<file path="config.mk">
export PLATFORM = sky130hd
export DESIGN_NAME = switch_input_conditioner_flat
export DESIGN_NICKNAME = d
export VERILOG_FILES = /design/src/rtl/switch_input_conditioner_if.sv /design/src/rtl/switch_input_conditioner.sv /design/src/flat_wrapper.sv
export SDC_FILE = /design/constraint.sdc
export NUM_CORES = 1
export LEC_CHECK = 0
export CAP_MARGIN = 20
export CORE_ASPECT_RATIO = 1.5
export CORE_MARGIN = 5
export CORE_UTILIZATION = 30
export CTS_CLUSTER_DIAMETER = 100
export DETAILED_ROUTE_END_ITERATION = 6
export DONT_BUFFER_PORTS = 1
export GPL_ROUTABILITY_DRIVEN = 0
export PLACE_DENSITY_LB_ADDON = 0.1
export SLEW_MARGIN = 0
export SYNTH_ARGS = -nofsm -noshare
export SYNTH_HDL_FRONTEND = slang
export SYNTH_SLANG_ARGS = --single-unit
</file>
<file path="constraint.sdc">
create_clock -name clock -period 2.5 [get_ports clock]
set_clock_uncertainty 0.1 [all_clocks]
set_input_delay 0.5 -clock clock [delete_from_list [all_inputs] [get_ports clock]]
set_output_delay 0.5 -clock clock [all_outputs]
set_load 0.05 [all_outputs]
</file>
<file path="src/rtl/switch_input_conditioner_if.sv">
// Signal bundle between the raw driver switches and the conditioner.
// Raw levels flow in; debounced levels and edge pulses flow out.
interface switch_input_conditioner_if;
    logic ignition_raw;
    logic hidden_sw_raw;
    logic break_raw;
    logic ignition_db;
    logic hidden_sw_db;
    logic break_db;
    logic ignition_rise;
    logic ignition_fall;
    logic hidden_sw_rise;
    logic break_rise;

    // Switch side: drives raw levels, observes conditioned results
    modport master (
        output ignition_raw,
        output hidden_sw_raw,
        output break_raw,
        input  ignition_db,
        input  hidden_sw_db,
        input  break_db,
        input  ignition_rise,
        input  ignition_fall,
        input  hidden_sw_rise,
        input  break_rise
    );

    // Conditioner side
    modport slave (
        input  ignition_raw,
        input  hidden_sw_raw,
        input  break_raw,
        output ignition_db,
        output hidden_sw_db,
        output break_db,
        output ignition_rise,
        output ignition_fall,
        output hidden_sw_rise,
        output break_rise
    );
endinterface

</file>
<file path="src/rtl/switch_input_conditioner.sv">
// Synchronizes and debounces the ignition, hidden-switch and brake inputs,
// producing flop-driven levels and one-cycle edge pulses in the clock domain.
module switch_input_conditioner #(
    parameter int DEBOUNCE_CYCLES = 4,
    parameter int CNT_W           = $clog2(DEBOUNCE_CYCLES) + 1
) (
    input  logic                     clock,
    input  logic                     reset,
    switch_input_conditioner_if.slave sw
);
    localparam int NCH = 3;
    localparam int IGN = 0;
    localparam int HID = 1;
    localparam int BRK = 2;
    localparam logic [CNT_W-1:0] CNT_LAST = CNT_W'(DEBOUNCE_CYCLES - 1);
    localparam logic [CNT_W-1:0] CNT_ZERO = {CNT_W{1'b0}};
    localparam logic [CNT_W-1:0] CNT_ONE  = CNT_W'(1);

    typedef enum logic {
        STABLE_LO = 1'b0,
        STABLE_HI = 1'b1
    } db_state_e;

    // A one-cycle debounce window would let single-cycle glitches through
    if (DEBOUNCE_CYCLES < 2) begin : g_cfg_err
        $error("switch_input_conditioner: DEBOUNCE_CYCLES must be >= 2");
    end

    logic [NCH-1:0]   raw_s;
    logic [NCH-1:0]   sync1_q;
    logic [NCH-1:0]   sync2_q;
    logic [NCH-1:0]   level_s;
    logic [NCH-1:0]   flip_s;
    logic [NCH-1:0]   rise_d;
    logic [NCH-1:0]   rise_q;
    logic             ign_fall_d;
    logic             ign_fall_q;
    db_state_e        state_d [NCH];
    db_state_e        state_q [NCH];
    logic [CNT_W-1:0] cnt_d   [NCH];
    logic [CNT_W-1:0] cnt_q   [NCH];

    assign raw_s = {sw.break_raw, sw.hidden_sw_raw, sw.ignition_raw};

    // Two-flop synchronizer per channel
    always_ff @(posedge clock or posedge reset) begin
        if (reset) begin
            sync1_q <= 3'b000;
            sync2_q <= 3'b000;
        end else begin
            sync1_q <= raw_s;
            sync2_q <= sync1_q;
        end
    end

    // Debounce next-state: count consecutive disagreeing cycles, flip on the last one
    always_comb begin
        level_s    = 3'b000;
        flip_s     = 3'b000;
        rise_d     = 3'b000;
        ign_fall_d = 1'b0;
        for (int i = 0; i < NCH; i++) begin
            state_d[i] = state_q[i];
            cnt_d[i]   = cnt_q[i];
            level_s[i] = (state_q[i] == STABLE_HI);
            if (sync2_q[i] == level_s[i]) begin
                cnt_d[i] = CNT_ZERO;
            end else if (cnt_q[i] == CNT_LAST) begin
                flip_s[i] = 1'b1;
                cnt_d[i]  = CNT_ZERO;
                case (state_q[i])
                    STABLE_LO: state_d[i] = STABLE_HI;
                    STABLE_HI: state_d[i] = STABLE_LO;
                    default:   state_d[i] = STABLE_LO;
                endcase
            end else begin
                cnt_d[i] = cnt_q[i] + CNT_ONE;
            end
        end
        rise_d     = flip_s & ~level_s;
        ign_fall_d = flip_s[IGN] & level_s[IGN];
    end

    // Stable level and counter registers
    always_ff @(posedge clock or posedge reset) begin
        if (reset) begin
            for (int i = 0; i < NCH; i++) begin
                state_q[i] <= STABLE_LO;
                cnt_q[i]   <= CNT_ZERO;
            end
        end else begin
            for (int i = 0; i < NCH; i++) begin
                state_q[i] <= state_d[i];
                cnt_q[i]   <= cnt_d[i];
            end
        end
    end

    // Edge pulses land in the same edge as the level flip
    always_ff @(posedge clock or posedge reset) begin
        if (reset) begin
            rise_q     <= 3'b000;
            ign_fall_q <= 1'b0;
        end else begin
            rise_q     <= rise_d;
            ign_fall_q <= ign_fall_d;
        end
    end

    assign sw.ignition_db    = (state_q[IGN] == STABLE_HI);
    assign sw.hidden_sw_db   = (state_q[HID] == STABLE_HI);
    assign sw.break_db       = (state_q[BRK] == STABLE_HI);
    assign sw.ignition_rise  = rise_q[IGN];
    assign sw.ignition_fall  = ign_fall_q;
    assign sw.hidden_sw_rise = rise_q[HID];
    assign sw.break_rise     = rise_q[BRK];
endmodule

</file>
<file path="src/flat_wrapper.sv">
// flat-port wrapper written by rule: the top's interface ports become plain ports
module switch_input_conditioner_flat 
#(
    parameter int DEBOUNCE_CYCLES = 4,
    parameter int CNT_W           = $clog2(DEBOUNCE_CYCLES) + 1
)
  (clock, reset, sw_ignition_raw, sw_hidden_sw_raw, sw_break_raw, sw_ignition_db, sw_hidden_sw_db, sw_break_db, sw_ignition_rise, sw_ignition_fall, sw_hidden_sw_rise, sw_break_rise);
  switch_input_conditioner_if sw_i ();
  input  logic clock;
  input  logic reset;
  input wire logic [$bits(sw_i.ignition_raw)-1:0] sw_ignition_raw;
  input wire logic [$bits(sw_i.hidden_sw_raw)-1:0] sw_hidden_sw_raw;
  input wire logic [$bits(sw_i.break_raw)-1:0] sw_break_raw;
  output wire logic [$bits(sw_i.ignition_db)-1:0] sw_ignition_db;
  output wire logic [$bits(sw_i.hidden_sw_db)-1:0] sw_hidden_sw_db;
  output wire logic [$bits(sw_i.break_db)-1:0] sw_break_db;
  output wire logic [$bits(sw_i.ignition_rise)-1:0] sw_ignition_rise;
  output wire logic [$bits(sw_i.ignition_fall)-1:0] sw_ignition_fall;
  output wire logic [$bits(sw_i.hidden_sw_rise)-1:0] sw_hidden_sw_rise;
  output wire logic [$bits(sw_i.break_rise)-1:0] sw_break_rise;
  assign sw_i.ignition_raw = sw_ignition_raw;
  assign sw_i.hidden_sw_raw = sw_hidden_sw_raw;
  assign sw_i.break_raw = sw_break_raw;
  assign sw_ignition_db = sw_i.ignition_db;
  assign sw_hidden_sw_db = sw_i.hidden_sw_db;
  assign sw_break_db = sw_i.break_db;
  assign sw_ignition_rise = sw_i.ignition_rise;
  assign sw_ignition_fall = sw_i.ignition_fall;
  assign sw_hidden_sw_rise = sw_i.hidden_sw_rise;
  assign sw_break_rise = sw_i.break_rise;
  switch_input_conditioner #(.DEBOUNCE_CYCLES(DEBOUNCE_CYCLES), .CNT_W(CNT_W)) u_core (.clock(clock), .reset(reset), .sw(sw_i));
endmodule
</file>
### Word level (Yosys, flattened, before mapping)

Index checks and enable logic that the tools add are counted.

| storage, ports and cells | value |
|---|---|
| flip-flop bits (word level) | 22 |
| input port bits | 5 |
| logic and storage cells | 46 |

| operators by class | value |
|---|---|
| add/sub/neg operators | 3 |
| equality and inequality tests | 6 |
| multiplexer cells | 15 |
| bitwise gates (word level) | 9 |
| reduce and logical (&&, ||, !) cells | 3 |

Operators by type and width:

| cell | count |
|---|---|
| $mux W3 | 6 |
| $add A3 B1 Y3 const B | 3 |
| $eq A3 B2 Y1 const B | 3 |
| $mux W1 | 6 |
| $not A1 Y1 | 6 |
| $pmux W1 S2 | 3 |
| $reduce_and A2 Y1 | 3 |
| $and A3 B3 Y3 | 1 |
| $eq A1 B1 Y1 | 3 |
| $not A3 Y3 | 1 |
| $and A1 B1 Y1 | 1 |

### Depth between registers and ports, before layout

| depth | value |
|---|---|
| depth in word-level cells | 4 |
| depth in mapped cells | 3 |
| mapped depth without buffers | 3 |

### Least setup slack after synthesis

OpenSTA, ideal clock, no wires.

| timing path | value |
|---|---|
| path kind | register to output |
| from | reg u_core.state_q (netlist bit u_core.sw.hidden_sw_db) |
| to | out sw_hidden_sw_db |
| arrival time | 0.665 ns |
| slack | 1.235 ns |
| stages on the path, launching flop included | 1 |
| cells stage by stage | dfrtp_1 |

RTL lines:

| item | RTL line | source |
|---|---|---|
| from (decl) | switch_input_conditioner.sv:39 | `db_state_e state_q [NCH];` |
| from (signal, indexed assignment) | switch_input_conditioner.sv:93 | `state_q[i] <= state_d[i];` |
| to (decl) | flat_wrapper.sv:15 | `output wire logic [$bits(sw_i.hidden_sw_db)-1:0] sw_hidden_sw_db;` |

No word-level cell between the ends.

### Worst setup path after layout

| timing path | value |
|---|---|
| from | reg u_core.state_q (netlist bit u_core.sw.hidden_sw_db) |
| to | out sw_hidden_sw_db |

No word-level cell between the ends.

==> key figures <==
Hold path
  • Hold Path Depth: 0
  • Hold_sp: sw_hidden_sw_raw
  • Hold path endpoint: u_core.sync1_q[1]$_DFF_PP0_
  • Hold WC Path Type: in2reg

Worst setup path
  • Worst r2r path cells: 3
  • Max FO, Critical Path: 4
  • Flop2flop setup slack: 1.20 ns
  • RR Endpoint: u_core.sw.hidden_sw_db$_DFFE_PP0P_
  • CP Class: reg2out
  • Worst Path Arrival: 0.98 ns
  • Worst r2r src: u_core.cnt_q[3]$_DFF_PP0_
  • Required @ worst endpoint: 1.90 ns
  • Critical Path End Type: primary output
  • Startpoint types: flip-flop

Layout
  • Area added between synthesis and finish: 10.7%
  • Share of cells above drive strength 1: 22.6%
  • Cell area after layout: 905 um2
  • Antenna Cells: 0
  • Commonest non-fill, non-tap cell in the layout: dfrtp_1
  • Nets@finish: 63
  • Leading cell types in the layout, fill and taps excluded: dfrtp_1 (22), nor3b_1 (4), nor2b_1 (4)

Synth
  • Post-synth top area cell: dfrtp_1
  • Post-synthesis sequential area ratio: 67.4%
  • Post-synth top area share: 67.4%
  • Synthesis Warnings: 0
  • Syn_nets: 58
  • Synth unique cells: 15
  • Syn avg cell area: 16.3 um2
  • Synth Cell Area: 817 um2
  • Synth top area cells: dfrtp_1 (67%), ha_1 (4.6%), nor3b_2 (4.6%), mux2_4 (3.7%), nor3b_1 (3.7%)
  • Syn Inst Count: 50
  • Number of synthesized register bits: 22

Status
  • Outcome: complete, no violations

Global routing
  • Initial antenna violation count: 0
  • First-pass GRT wire length: 2.05 mm
  • Vias in the first global route: 456
  • Largest net degree at the start of global routing: 23
  • Tot GR Track Use: 7.50%
  • Overflow after GRT: 0

Routing
  • Routed WL per cell: 13.2 um
  • Vias per std cell: 4.46
  • First-pass DRT Iterations: 4
  • Post-route DRC: 0
  • Detailed router's first-iteration violation count: 10
  • Post-Route WL: 1.18 mm
  • Final ANT Viol Nets: 0
  • Via Count: 401

Clock tree
  • TritonCTS Buffers: 3
  • CTS tree: built
  • Clk_lat worst skew: 0.25 ns
  • Clock Pin Slew Worst Setup and Hold Paths: 0.07 ns
  • Max H-tree Level: 1
  • # clock sinks: 22
  • Clk buf depth: 2
  • Hold buffers post-CTS: 0
  • Root Buffer: clkbuf_8
  • # resized after CTS: 0
  • Setup bufs post-CTS: 0

STA
  • Slew @ Worst Pin: 0.790 ns
  • Final Hold Viols: 0
  • Fmax: 0.634 GHz
  • Hold WS: 0.169 ns
  • RSZ-0062 raised after global routing: no
  • Fin crit period: 1.58 ns
  • Final setup viols: 0
  • Final setup TNS: 0 ns
  • Fin crit share: 63.1%
  • Max-slew headroom: 47.2%
  • Max-slew violations: 0

Placed design
  • HPWL Detailed: 914 um
  • Count of input and output buffers: 0
  • Placement Cell Area: 863 um2

Die
  • Die Wd: 52.6 um
  • Area of the die: 3890 um2
  • Die height: 73.9 um
  • IO Pins: 12
  • Core area: 2650 um2
  • Initial core utilization: 30.9%
  • Num rows: 23

Job
  • Max_cap viols: 0

Power
  • Leak Pwr: 0.417 nW
  • Power per cell area: 1100 nW/um2
  • Worst VDD drop: 0.556 mV
how the worst max path moves through the flow:
stage | depth (start not counted) | slack, ns | startpoint | endpoint
after floorplan | 0 | 1.23 | u_core.sw.hidden_sw_db$_DFFE_PP0P_ | sw_hidden_sw_db
after global routing | 0 | 0.88 | u_core.sw.hidden_sw_db$_DFFE_PP0P_ | sw_hidden_sw_db
final | 0 | 0.92 | u_core.sw.hidden_sw_db$_DFFE_PP0P_ | sw_hidden_sw_db
after CTS | 0 | 0.91 | u_core.sw.hidden_sw_db$_DFFE_PP0P_ | sw_hidden_sw_db
after detailed placement | 0 | 1.20 | u_core.sw.hidden_sw_db$_DFFE_PP0P_ | sw_hidden_sw_db
after global placement | 0 | 1.22 | u_core.sw.hidden_sw_db$_DFFE_PP0P_ | sw_hidden_sw_db
per-layer routing:
metal | global-route usage (%) | share of wire (%) | routed length [um]
met1 | 8.17 | 35 | 413
met5 | 0 | 0 | 0
met4 | 5.11 | 2.3 | 27
met2 | 12.0 | 56 | 659
met3 | 2.64 | 7.0 | 83
metrics by stage:
step	setup WS (ns)	power, mW	instances	utilization, %
final	0.923	0.995	90	34.2
after floorplan	1.23	0.750	50	-
after global routing	0.881	1.05	90	34.2
after detailed placement	1.20	0.801	87	32.6
after global placement	1.22	0.770	87	32.6
after CTS	0.909	1.01	90	34.2
cells by family (layout without fill, tap and decap cells):
| group | count (synthesis) | after routing | synth area share [%] |
|---|---|---|---|
| fa+ha+maj | 3 | 3 | 4.59 |
| simple gates | 18 | 18 | 18.4 |
| xor+xnor | 3 | 3 | 4.14 |
| buf+inv | 1 | 4 | 0.459 |
| mux | 3 | 3 | 5.05 |
| flops | 22 | 22 | 67.4 |
synth_stat cells (all sizes together):
cell type,instances
dfrtp,22
nor3b,7
nor2b,5
ha,3
mux2,3
nor3,3
xnor2,3
nand2b,2
and3b,1
inv,1
power breakdown:
part           internal (mW)  switching (mW)  total (mW)
Combinational          0.112          0.0838       0.195
Clock                  0.107          0.0998       0.207
Sequential             0.427           0.166       0.593
Total                  0.645           0.350       0.995
flip-flops by register name, summed over array words and instances (netlist names):
name                     cells
u_core.sw.break_db           1
u_core.sw.ignition_db        1
u_core.sw.ignition_fall      1
u_core.sync2_q               3
u_core.sw.hidden_sw_db       1
u_core.cnt_q                 9
u_core.sync1_q               3
u_core.rise_q                3
cell type report:
class	instances	area [um2]
Fill cell	273	1740
Sequential cell	22	551
Multi-Input combinational cell	27	263
Tap cell	37	46.3
Clock buffer	3	41.3
Inverter	1	3.75
No activity file was read; power rests on OpenSTA's default activity.
